**src/rtl/controller_fsm.sv**
```systemverilog
// Multi-cycle control unit for dataPath: sequences FETCH/EXEC/MEM per 19-bit instruction and
// decodes every datapath control strobe from the current state and the latched IR.
module controller_fsm #(
  parameter int INSTR_W     = 19,
  parameter int MEM_LATENCY = 1
) (
  input  logic               clk,
  input  logic               rst,
  input  logic [INSTR_W-1:0] instruction,
  input  logic               COutput,
  input  logic               ZOutput,
  output logic               pcEn,
  output logic [1:0]         pc3inputMuxSelectAddress,
  output logic               push,
  output logic               pop,
  output logic               RET,
  output logic               CEn,
  output logic               ZEn,
  output logic               regWrite,
  output logic               regFileReadRegister2Select,
  output logic               ALUBInputSelect,
  output logic [2:0]         ALUOperation,
  output logic [1:0]         regFileWriteDataSelect,
  output logic [1:0]         SHROOperation,
  output logic               DMMemWrite,
  output logic               DMMemRead,
  output logic [1:0]         state_dbg
);

  localparam int         TOP      = INSTR_W - 1;
  localparam logic [2:0] LAST_CNT = 3'(MEM_LATENCY - 1);

  typedef enum logic [1:0] {
    S_FETCH = 2'd0,
    S_EXEC  = 2'd1,
    S_MEM   = 2'd2
  } state_t;

  state_t             state_q, state_d;
  logic [INSTR_W-1:0] ir_q, ir_d;
  logic [2:0]         cnt_q, cnt_d;

  logic [2:0] op3;
  logic [1:0] fn;
  logic       br_taken;
  logic       unused_ir;

  // Only the opcode/function bits steer control; operand fields belong to dataPath.
  assign op3       = ir_q[TOP -: 3];
  assign fn        = ir_q[TOP-3 -: 2];
  assign unused_ir = ^ir_q[TOP-5:0];
  assign state_dbg = state_q;

  always_ff @(posedge clk or negedge rst) begin
    if (!rst) begin
      state_q <= S_FETCH;
      ir_q    <= '0;
      cnt_q   <= '0;
    end else begin
      state_q <= state_d;
      ir_q    <= ir_d;
      cnt_q   <= cnt_d;
    end
  end

  always_comb begin
    br_taken = 1'b0;
    case (fn)
      2'b00: br_taken = ZOutput;
      2'b01: br_taken = !ZOutput;
      2'b10: br_taken = COutput;
      2'b11: br_taken = !COutput;
      default: br_taken = 1'b0;
    endcase
  end

  always_comb begin
    state_d                    = state_q;
    ir_d                       = ir_q;
    cnt_d                      = cnt_q;
    pcEn                       = 1'b0;
    pc3inputMuxSelectAddress   = 2'b00;
    push                       = 1'b0;
    pop                        = 1'b0;
    RET                        = 1'b0;
    CEn                        = 1'b0;
    ZEn                        = 1'b0;
    regWrite                   = 1'b0;
    regFileReadRegister2Select = 1'b0;
    ALUBInputSelect            = 1'b0;
    ALUOperation               = 3'b000;
    regFileWriteDataSelect     = 2'b00;
    SHROOperation              = 2'b00;
    DMMemWrite                 = 1'b0;
    DMMemRead                  = 1'b0;

    case (state_q)
      S_FETCH: begin
        ir_d    = instruction;
        state_d = S_EXEC;
      end

      S_EXEC: begin
        regFileReadRegister2Select = 1'b1;
        ALUOperation               = ir_q[TOP-2 -: 3];
        SHROOperation              = fn;
        state_d                    = S_FETCH;
        if (!op3[2]) begin
          regWrite        = 1'b1;
          CEn             = 1'b1;
          ZEn             = 1'b1;
          ALUBInputSelect = op3[1];
          pcEn            = 1'b1;
        end else begin
          case (op3[1:0])
            2'b00: begin
              case (fn)
                2'b00: begin
                  DMMemRead       = 1'b1;
                  ALUBInputSelect = 1'b1;
                  cnt_d           = 3'd0;
                  state_d         = S_MEM;
                end
                2'b01: begin
                  DMMemWrite                 = 1'b1;
                  regFileReadRegister2Select = 1'b0;
                  ALUBInputSelect            = 1'b1;
                  pcEn                       = 1'b1;
                end
                default: pcEn = 1'b1;
              endcase
            end
            2'b01: begin
              pcEn = 1'b1;
              if (br_taken) pc3inputMuxSelectAddress = 2'b01;
            end
            2'b10: begin
              regWrite               = 1'b1;
              CEn                    = 1'b1;
              ZEn                    = 1'b1;
              regFileWriteDataSelect = 2'b10;
              pcEn                   = 1'b1;
            end
            default: begin
              pcEn = 1'b1;
              case (fn)
                2'b00: pc3inputMuxSelectAddress = 2'b10;
                2'b01: begin
                  pc3inputMuxSelectAddress = 2'b10;
                  push                     = 1'b1;
                end
                2'b10: begin
                  pc3inputMuxSelectAddress = 2'b11;
                  pop                      = 1'b1;
                  RET                      = 1'b1;
                end
                default: pc3inputMuxSelectAddress = 2'b00;
              endcase
            end
          endcase
        end
      end

      S_MEM: begin
        // ALU B stays on the immediate so the load address is stable for the whole read.
        regFileReadRegister2Select = 1'b1;
        ALUOperation               = ir_q[TOP-2 -: 3];
        SHROOperation              = fn;
        ALUBInputSelect            = 1'b1;
        DMMemRead                  = 1'b1;
        if (cnt_q == LAST_CNT) begin
          regWrite               = 1'b1;
          regFileWriteDataSelect = 2'b01;
          pcEn                   = 1'b1;
          cnt_d                  = 3'd0;
          state_d                = S_FETCH;
        end else begin
          cnt_d = cnt_q + 3'd1;
        end
      end

      default: state_d = S_FETCH;
    endcase
  end

  a_push_pop: assert property (@(posedge clk) disable iff (!rst) !(push && pop));
  a_rw_dmw:   assert property (@(posedge clk) disable iff (!rst) !(regWrite && DMMemWrite));

endmodule

```
**config.mk**
```make
export PLATFORM = sky130hd
export DESIGN_NAME = controller_fsm
export DESIGN_NICKNAME = d
export VERILOG_FILES = /design/src/rtl/controller_fsm.sv
export SDC_FILE = /design/constraint.sdc
export NUM_CORES = 1
export LEC_CHECK = 0
export ABC_AREA = 1
export CORE_ASPECT_RATIO = 0.7
export CORE_MARGIN = 4
export CORE_UTILIZATION = 37
export CTS_CLUSTER_SIZE = 16
export DETAILED_ROUTE_END_ITERATION = 6
export PLACE_DENSITY = 0.79
export SLEW_MARGIN = 20
export SYNTH_ARGS = -nofsm -noshare
export SYNTH_HDL_FRONTEND = slang
export SYNTH_SLANG_ARGS = --single-unit
```
**constraint.sdc**
```tcl
create_clock -name clk -period 1.4 [get_ports clk]
set_input_delay 0.28 -clock clk [delete_from_list [all_inputs] [get_ports clk]]
set_output_delay 0.28 -clock clk [all_outputs]
set_load 0.05 [all_outputs]
```
Word-level counts from Yosys, hierarchy flattened
Index checks and enable logic that the tools add are counted.
{"block": "word_totals", "inputBits": 23, "output_inout_bits": 22, "regBits": 24}
{"block": "op_classes", "mux": 54, "eq_ne": 11, "n_addsub": 1, "reduce_logical": 12}
{"cell": "1-bit two-way mux", "count": 29}
{"cell": "2-bit two-way mux", "count": 9}
{"cell": "3-bit two-way mux", "count": 5}
{"cell": "2-bit one-hot mux with 2 select lines", "count": 3}
{"cell": "1-bit one-hot mux with 2 select lines", "count": 5}
{"cell": "2-bit equality test (second input constant)", "count": 4}
{"cell": "2-bit != test (second input constant)", "count": 4}
{"cell": "2-bit by 1-bit equality test with 1-bit output (second input constant)", "count": 3}
{"cell": "2-bit zero test", "count": 3}
{"cell": "2-bit one-hot mux with 3 select lines", "count": 1}
{"cell": "3-bit one-hot mux with 2 select lines", "count": 1}
{"cell": "2-bit OR reduction", "count": 3}
{"cell": "1-bit one-hot mux with 4 select lines", "count": 1}
{"cell": "4-bit AND reduction", "count": 1}
{"cell": "3-bit by 1-bit adder with 3-bit output (second input constant)", "count": 1}
{"cell": "3-bit zero test", "count": 1}
{"cell": "3-bit OR reduction", "count": 1}
{"cell": "1-bit zero test", "count": 2}
{"cell": "2-bit nonzero test", "count": 1}

Longest topological paths before layout
{"block": "depth", "ltp_word": 6, "ltp_mapped": 8, "ltp_nobuf": 8}

Least setup slack after synthesis
Ideal clock, no wire load.
{"block": "synth_timing", "path_type": "reg2out", "startpoint": "reg state_q[0], in the netlist state_dbg[0]", "endpoint": "out pcEn", "stages_incl_launch_ff": 6, "arrival_ps": 2481, "setup_slack_ps": -1361, "t_required_ps": 1120, "path_buffers": 0, "path_cell_list": "dfrtp_1 inv_1 ha_1 nand2_1 nor2_1 o21bai_1"}
{"block": "synth_between", "elab_chain_len": 2}
{"item": "start, declared", "line_no": "39", "text": "state_t state_q, state_d;"}
{"item": "start signal, assigned", "line_no": "60", "text": "state_q <= state_d;"}
{"item": "2-bit equality test / 2-bit by 1-bit equality test with 1-bit output (equally long branches)", "line_no": "97", "text": "case (state_q)"}
{"item": "1-bit one-hot mux with 2 select lines (*)", "line_no": "97"}
{"item": "end, declared", "line_no": "12", "text": "output logic pcEn,"}
Mark *: on every way between the ends. The rest lies on a longest branch, timed or not.

Final worst setup path
{"block": "layout_timing", "startpoint": "reg state_q[1], in the netlist state_dbg[1]", "endpoint": "out pc3inputMuxSelectAddress[0]"}
{"block": "layout_between", "elab_chain_len": 2}
{"item": "2-bit by 1-bit equality test with 1-bit output", "line_no": "97"}
{"item": "2-bit two-way mux", "line_no": "97"}
{"item": "end, declared", "line_no": "13", "text": "output logic [1:0] pc3inputMuxSelectAddress,"}
Every way passes these cells.

==> key figures <==
Status
  – Status: finished, violations left
  – Failing checks: negative setup slack

GRT
  – Vias in the first global route: 1125
  – Largest net degree at the start of global routing: 12
  – First-pass GRT wire length: 5.22 mm
  – GRT Total Usage: 23.8%
  – Initial antenna violation count: 0
  – Grt ovf: 0

Power
  – Switching share of total power: 52.9%
  – Sequential Power Share: 12.3%
  – Peak VDD IR: 0.00152 V
  – NetSw: 2570 uW
  – P_int: 2290 uW
  – Combinational share of power: 82.3%
  – Design Power: 4860 uW
  – Pwr dens: 2670 nW/um2
  – Static Leak: 0.000818 uW
  – Clk pwr share: 5.4%

Die
  – Top Ports: 45
  – Die width: 62.8 um
  – Die Y: 46.4 um
  – Core area: 1920 um2
  – Initial core utilization: 40.5%
  – # rows: 13
  – Die Area: 2910 um2

Route
  – Iter 0 DRT Violations: 47
  – Vias per inst: 5.88
  – Initial DRT Pass Iterations: 4
  – Met2 wire length: 1.92 mm
  – Routed Antenna Nets: 0
  – Routed wire length: 4.07 mm
  – DRC Markers: 0
  – Max layer used: met4
  – Routed vias: 1129
  – WL per Instance: 21.2 um
  – M1 WL: 1.52 mm
  – Met3 WL: 403 um

Worst setup path
  – FF-to-FF path depth: 8
  – Crit path arrival time: 1640 ps
  – Required @ worst endpoint: 1120 ps
  – Crit Path Class: reg -> out
  – Worst R2R Start: state_dbg[0]$_DFFE_PN0P_
  – R2R setup slack: -50 ps
  – FF-to-FF End: cnt_q[0]$_DFFE_PN0P_
  – CP startpoint kind: register
  – Critical path endpoint category: primary output
  – Worst-path fanout max: 3

Synthesis
  – Synth Instances: 116
  – Post-Synth XOR/XNOR Area: 0%
  – Synth Area in Compound Gates: 8.20%
  – Yosys top cell area share: 32.2%
  – Count leader, synth: nand2_1
  – Synth unique cells: 22
  – Post-synthesis sequential area ratio: 32.2%
  – Synth area leaders: dfrtp_1, nand2_1, inv_1
  – Adder-cell share of the synthesized area: 8.04%
  – Ys Warns: 0
  – Area fraction in and, or, nand and nor cells after synthesis: 36.0%
  – Mux cell area share after synthesis: 0%
  – Syn_area_per_cell: 6.71 um2
  – Most common library cells after synthesis: nand2_1, inv_1, dfrtp_1, nand3_1, o21ai_0
  – Net Count, Synth: 144
  – Synthesized flop and latch total: 10
  – Number of flops mapped to enable cells by yosys: 0
  – Synthesized cell area: 778 um2
  – Asr flop ratio synth: 100%
  – Ys flop type: dfrtp_1
  – Main combinational cell family by area after synthesis: simple AND/OR/NAND/NOR gates
  – Cell taking the most area after synthesis: dfrtp_1

Layout
  – Layout cell share with drive strength beyond 1: 61.2%
  – Reg area: 254 um2
  – Fill cells: 53
  – Ant. Diodes: 0
  – Design area: 1820 um2
  – Synth-to-Final Area Change: 134%
  – Final non-filler cell total: 192
  – Multi-input gate area: 647 um2
  – Nets: 199

Timing
  – Setup ws final: -522 ps
  – Finish-stage setup viols: 24
  – Sum Neg Setup Slack: -9510 ps
  – Fin crit period: 1920 ps
  – Hold Vio Cnt, Final: 0
  – Fmax: 520 MHz
  – Slew @ Worst Pin: 479 ps
  – Slew headroom: 68.0%
  – Final period util: 137%
  – RSZ-0062 raised after global routing: yes
  – Fin. max-slew vios: 0
  – Hold_ws: 334 ps
  – Clk_skew: 4.49 ps

Clock network
  – TritonCTS Sinks: 10
  – CTS tree: yes
  – Root Buffer: clkbuf_4
  – Clk_lat worst skew: 270 ps
  – Clock slew at reported path FFs: 70 ps
  – CTS Buf Count: 3
  – CTS max path bufs: 2
  – Htree depth: 1
  – Post-CTS Hold Buffers: 0

Min path
  – Hold Path Class: in -> async

Placement
  – # port buffers: 30
  – Placed insts: 179
  – Placed cell areas: 1580 um2
  – GPL Wtd Cong: 0.745
  – DP HPWL: 2.16 mm

Run
  – Max-capacitance violation count: 0
final cells by class:
cell class | count | area share [%]
timing repair buffer | 55 | 40.4
multi-input combinational | 78 | 35.5
sequential | 10 | 14.0
inverter | 23 | 6.60
clock buffer | 4 | 1.99
tap | 22 | 1.51
flip-flops by register name, indices dropped and copies added (netlist names):
register / count
cnt_q: 3
ir_q: 5
state_dbg: 2
repair_timing:
item | 4_1_cts | 5_1_grt
buffers inserted | 4 | 5
gates resized for setup | 17 | 23
endpoints found under the setup margin | 20 | 25
pin swaps | 8 | 9
endpoints found under the hold margin | 0 | 0
cell usage in the layout, fill, tap and decap left out, types with 3 or more instances in the layout:
| cell | instances |
|---|---|
| nand2_2 | 9 |
| dfrtp_2 | 3 |
| buf_12 | 23 |
| clkinvlp_4 | 5 |
| clkdlybuf4s50_1 | 8 |
| dfrtp_1 | 7 |
| nor2_4 | 4 |
| o21ai_0 | 7 |
| nand2_1 | 24 |
| buf_4 | 20 |
| inv_2 | 5 |
| nand2_4 | 4 |
| inv_4 | 4 |
| nand3_1 | 6 |
| nor3_4 | 4 |
| buf_6 | 4 |
| inv_1 | 8 |
| clkbuf_4 | 3 |
| ha_4 | 3 |
worst max-delay path by stage:
| stage | endpoint | start | depth (start not counted) | slack [ps] |
|---|---|---|---|---|
| 2_1_floorplan | ALUBInputSelect | state_dbg[0]$_DFFE_PN0P_ | 6 | -450 |
| 3_3_place_gp | ALUBInputSelect | state_dbg[0]$_DFFE_PN0P_ | 7 | -200 |
| 3_5_place_dp | ALUBInputSelect | state_dbg[0]$_DFFE_PN0P_ | 7 | -230 |
| 4_1_cts | pop | state_dbg[1]$_DFFE_PN0P_ | 7 | -480 |
| 5_1_grt | pc3inputMuxSelectAddress[0] | state_dbg[1]$_DFFE_PN0P_ | 8 | -570 |
| 6_report | pc3inputMuxSelectAddress[0] | state_dbg[1]$_DFFE_PN0P_ | 8 | -520 |
power by group through the flow:
stage | clock network (uW) | logic (uW) | registers [uW]
6_report | 264 | 4000 | 596
5_1_grt | 278 | 4130 | 595
4_1_cts | 262 | 3650 | 555
3_5_place_dp | 0 | 3410 | 543
3_3_place_gp | 0 | 3300 | 530
2_1_floorplan | 0 | 1780 | 628
worst max-delay path, stage by stage, from the launching register on:
cell,delay [ps]
dfrtp_2,430
inv_4,80
ha_4,160
nand2_4,80
buf_4,160
nor3_4,110
nand2_1,100
nand2_2,100
buf_12,140
routing by layer:
metal	GRT usage, %	vias to the layer above
met5	0	-
met3	5.85	27
li1	-	466
met1	24.5	532
met2	43.9	104
met4	18.4	0
kinds of logic after synthesis:
group,count (synthesis)
adder cells (fa/ha/maj),5
AND/OR/NAND/NOR,61
buffers and inverters,28
AO/OA/AOI/OAI,12
flip-flops,10
stage by stage:
step	setup slack, ps	utilization (%)
floorplan	-448	-
global placement	-202	82.1
detailed placement	-227	82.1
CTS	-482	88.6
global route	-569	94.9
finish	-522	94.9
Note: power is estimated with default switching activity, not from simulation.
==> patch 1 (config.mk and constraints unchanged) <==
Add an input register stage for `COutput`, with the module's reset; this delays it by one clock. The other inputs are not delayed to match.
--- a/src/rtl/controller_fsm.sv
+++ b/src/rtl/controller_fsm.sv
@@ -36,6 +36,16 @@
     S_MEM   = 2'd2
   } state_t;
 
+  logic COutput_q;
+
+  always_ff @(posedge clk or negedge rst) begin
+    if (!rst) begin
+      COutput_q <= '0;
+    end else begin
+      COutput_q <= COutput;
+    end
+  end
+
   state_t             state_q, state_d;
   logic [INSTR_W-1:0] ir_q, ir_d;
   logic [2:0]         cnt_q, cnt_d;
@@ -68,8 +78,8 @@
     case (fn)
       2'b00: br_taken = ZOutput;
       2'b01: br_taken = !ZOutput;
-      2'b10: br_taken = COutput;
-      2'b11: br_taken = !COutput;
+      2'b10: br_taken = COutput_q;
+      2'b11: br_taken = !COutput_q;
       default: br_taken = 1'b0;
     endcase
   end
Check against the original RTL: not equivalent (Yosys sat finds a counterexample within 4 cycles, from zero or initial values and one cycle with rst low).
==> patch 1 against the original RTL <==
- the flow now stops in global routing
- synthesized cell count rose by 0.86%
- area after synthesis grew 4.5%
==> patch 1: results (changes against the original RTL) <==
Commonest cells post-synth=nand2_1 (27), inv_1 (22), dfrtp_1 (11); Main synth FF type=dfrtp_1; WEP type=output port; Place WS=-0.298 ns (-0.0712 ns); TritonCTS Buffers=3 (unchanged); largest net degree at the start of global routing=12; status=did not finish; placed inst area=1620 sq um (+2.5%); IO buf count=30 (unchanged); top cells by area, synth=dfrtp_1 (34%), nand2_1 (12%), inv_1 (10%); post-GRT worst EP=regFileReadRegister2Select; routability cong.=0.963 (+29%); Yosys reg bits=11 (+1); syn nets=145 (+0.69%); placed cells=193 (+7.8%); Failed at=global routing; post-synthesis sequential area ratio=0.338 (+0.0169); Root Buffer=clkbuf_4; Max Root-Sink Buffers=2 (unchanged); number of synthesized flops with an enable pin=0 (unchanged); Log Error=[ERROR DPL-0038] Utilization greater than 100%, impossible to legalize; asr flop ratio synth=1.00 (unchanged); dpl hpwl=2290 um (+6.0%); num rows=13 (unchanged); Yosys warning count=0 (unchanged); # H-tree levels=1 (unchanged); Avg Inst Size Synth=6.95 sq um (+3.6%); Netlist cell types=22 (unchanged)
[patch 1: cell count changes after synthesis, moves of 2 or more]
| cell | before | now |
|---|---|---|
| a21oi_1 | 2 | 6 |
| nand2_1 | 37 | 27 |
| buf_2 | 0 | 2 |
| inv_1 | 19 | 22 |
| nor2_1 | 6 | 9 |
| inv_2 | 3 | 1 |
[patch 1: logic make-up after synthesis]
logic type / count (synthesis) / synth area share
XOR/XNOR: 1 / 0.0108
flip-flops: 11 / 0.338
multiplexers: 1 / 0.0138
buffers and inverters: 31 / 0.171
AO/OA/AOI/OAI: 16 / 0.102
AND/OR/NAND/NOR: 52 / 0.288
adder cells (fa/ha/maj): 5 / 0.0769
[patch 1: stage by stage]
stage               hold slack, ns  setup TNS (ns)
detailed placement           0.520           -4.32
floorplan                  -0.0156           -6.15
global placement             0.507           -3.32
CTS                          0.350           -8.37
[patch 1: what timing repair did]
item / in CTS
gates resized for setup: 42
pin swaps: 16
setup buffers: 14
setup endpoints to repair: 24
hold buffers: 0
==> patch 2 (same settings) <==
Made on the original files. Put a register stage on the output `pop`, cleared by the reset. The value now appears one clock later. The other outputs are not delayed to match.
--- a/src/rtl/controller_fsm.sv
+++ b/src/rtl/controller_fsm.sv
@@ -36,6 +36,8 @@
     S_MEM   = 2'd2
   } state_t;
 
+  logic pop_d;
+
   state_t             state_q, state_d;
   logic [INSTR_W-1:0] ir_q, ir_d;
   logic [2:0]         cnt_q, cnt_d;
@@ -81,7 +83,7 @@
     pcEn                       = 1'b0;
     pc3inputMuxSelectAddress   = 2'b00;
     push                       = 1'b0;
-    pop                        = 1'b0;
+    pop_d                      = 1'b0;
     RET                        = 1'b0;
     CEn                        = 1'b0;
     ZEn                        = 1'b0;
@@ -151,7 +153,7 @@
                 end
                 2'b10: begin
                   pc3inputMuxSelectAddress = 2'b11;
-                  pop                      = 1'b1;
+                  pop_d                    = 1'b1;
                   RET                      = 1'b1;
                 end
                 default: pc3inputMuxSelectAddress = 2'b00;
@@ -183,8 +185,16 @@
     endcase
   end
 
-  a_push_pop: assert property (@(posedge clk) disable iff (!rst) !(push && pop));
+  a_push_pop: assert property (@(posedge clk) disable iff (!rst) !(push && pop_d));
   a_rw_dmw:   assert property (@(posedge clk) disable iff (!rst) !(regWrite && DMMemWrite));
 
+  always_ff @(posedge clk or negedge rst) begin
+    if (!rst) begin
+      pop <= '0;
+    end else begin
+      pop <= pop_d;
+    end
+  end
+
 endmodule
 
Behaviour: not the same (a bounded check fails within 4 cycles, from zero or initial values and one cycle with rst low).
==> patch 2 against the original RTL <==
- the run still ends with setup timing left
- worst setup slack gained 0.036 ns
- clock skew is essentially flat
- area after synthesis grew 1.8%
- count of clock-buffer cells in the layout is the same
- critical path type unchanged
- die area grew 1.5%
- design area shrank 4.1%
- power shrank 5.1%
- first-iteration DRC count grew 40%
- routed wire length shrank 18%
- critical endpoint is now regFileWriteDataSelect[1]
- sequential cell count grew 1
==> patch 2: results (changes against the original RTL) <==
metal3 WL=237 um (-41%); sequential fraction of design power=0.136 (+0.013); LEAKAGE=0.786 nW (-3.9%); Crit Path Max Fanout=6 (+3); post-synthesis sequential area ratio=0.348 (+0.0260); register area=280 sq um (+10%); met2 Use GR=0.428 (-0.0109); Layout non-clock buf frac=0.401 (-0.00298); Total GRT Usage=0.218 (-0.0205); layout cells sized above 1=0.579 (-0.0325); clock group share of total power=0.048 (-0.006); routed len/inst=18.0 um (-15%); syn nets=141 (-2.1%); critical path data arrival time=1.61 ns (-0.03 ns); routability cong.=0.837 (+12%); setup tns final=-7.96 ns (+1.55 ns); die area=2960 sq um (+1.5%); first-pass GRT wire length=4890 um (-6.3%); Multi-input gate area=602 sq um (-7.0%); DRT iter0 DRCs=66 (+40%); Non-clk invs=21 (-8.7%); Seq cells=11 (+1); clock-cell share of area=0.0150 (-0.00489); final setup margin=-0.486 ns (+0.0360 ns); Setup Fix Bufs, Post-CTS=3 (-1); switching power share of the total=0.528 (about the same); Fin Clk Skew=0.00401 ns (-0.000478 ns); Avg Inst Size Synth=7.01 sq um (+4.5%); status=finished with violations; top cells by area, synth=dfrtp_1 (35%), nand2_1 (17%), inv_1 (8.1%); DR vias/cell=5.47 (-6.9%); WL met2=1590 um (-17%); final setup vio count=22 (-8.3%); Commonest cells post-synth=nand2_1 (35), inv_1 (17), dfrtp_1 (11); violated checks=setup timing; actual slew at the worst max-slew pin=0.492 ns (+0.0135 ns); dpl hpwl=2270 um (+4.9%)
[patch 2: critical path, delay by kind of cell, from the launching register on]
kind	cells	cell delay, ns
DFF	1	0.43
buffers and inverters	3	0.38
and+or+nand+nor	1	0.18
adders and majority gates	1	0.33
[patch 2: worst paths after layout]
check / startpoint / end / depth (start not counted)
setup / recovery: state_dbg[0] / regFileWriteDataSelect[1] / 5
hold / removal: rst / ir_q[15] / 1
setup reg to reg: state_dbg[0] / cnt_q[2] / 8
hold reg to reg: cnt_q[1] / cnt_q[1] / 3
max in group asynchronous: rst / state_dbg[1] / 1
min in group clk: instruction[14] / ir_q[14] / 3
[patch 2: cells by family (layout without fill, tap and decap cells)]
kind of cell	count (synthesis)	in the layout	share of synthesized area
adder cells (fa/ha/maj)	5	5	0.0790
buffers and inverters	25	76	0.136
AND/OR/NAND/NOR	60	60	0.349
flip-flops	11	11	0.348
multiplexers	1	1	0.0142
AO/OA/AOI/OAI	11	11	0.0743
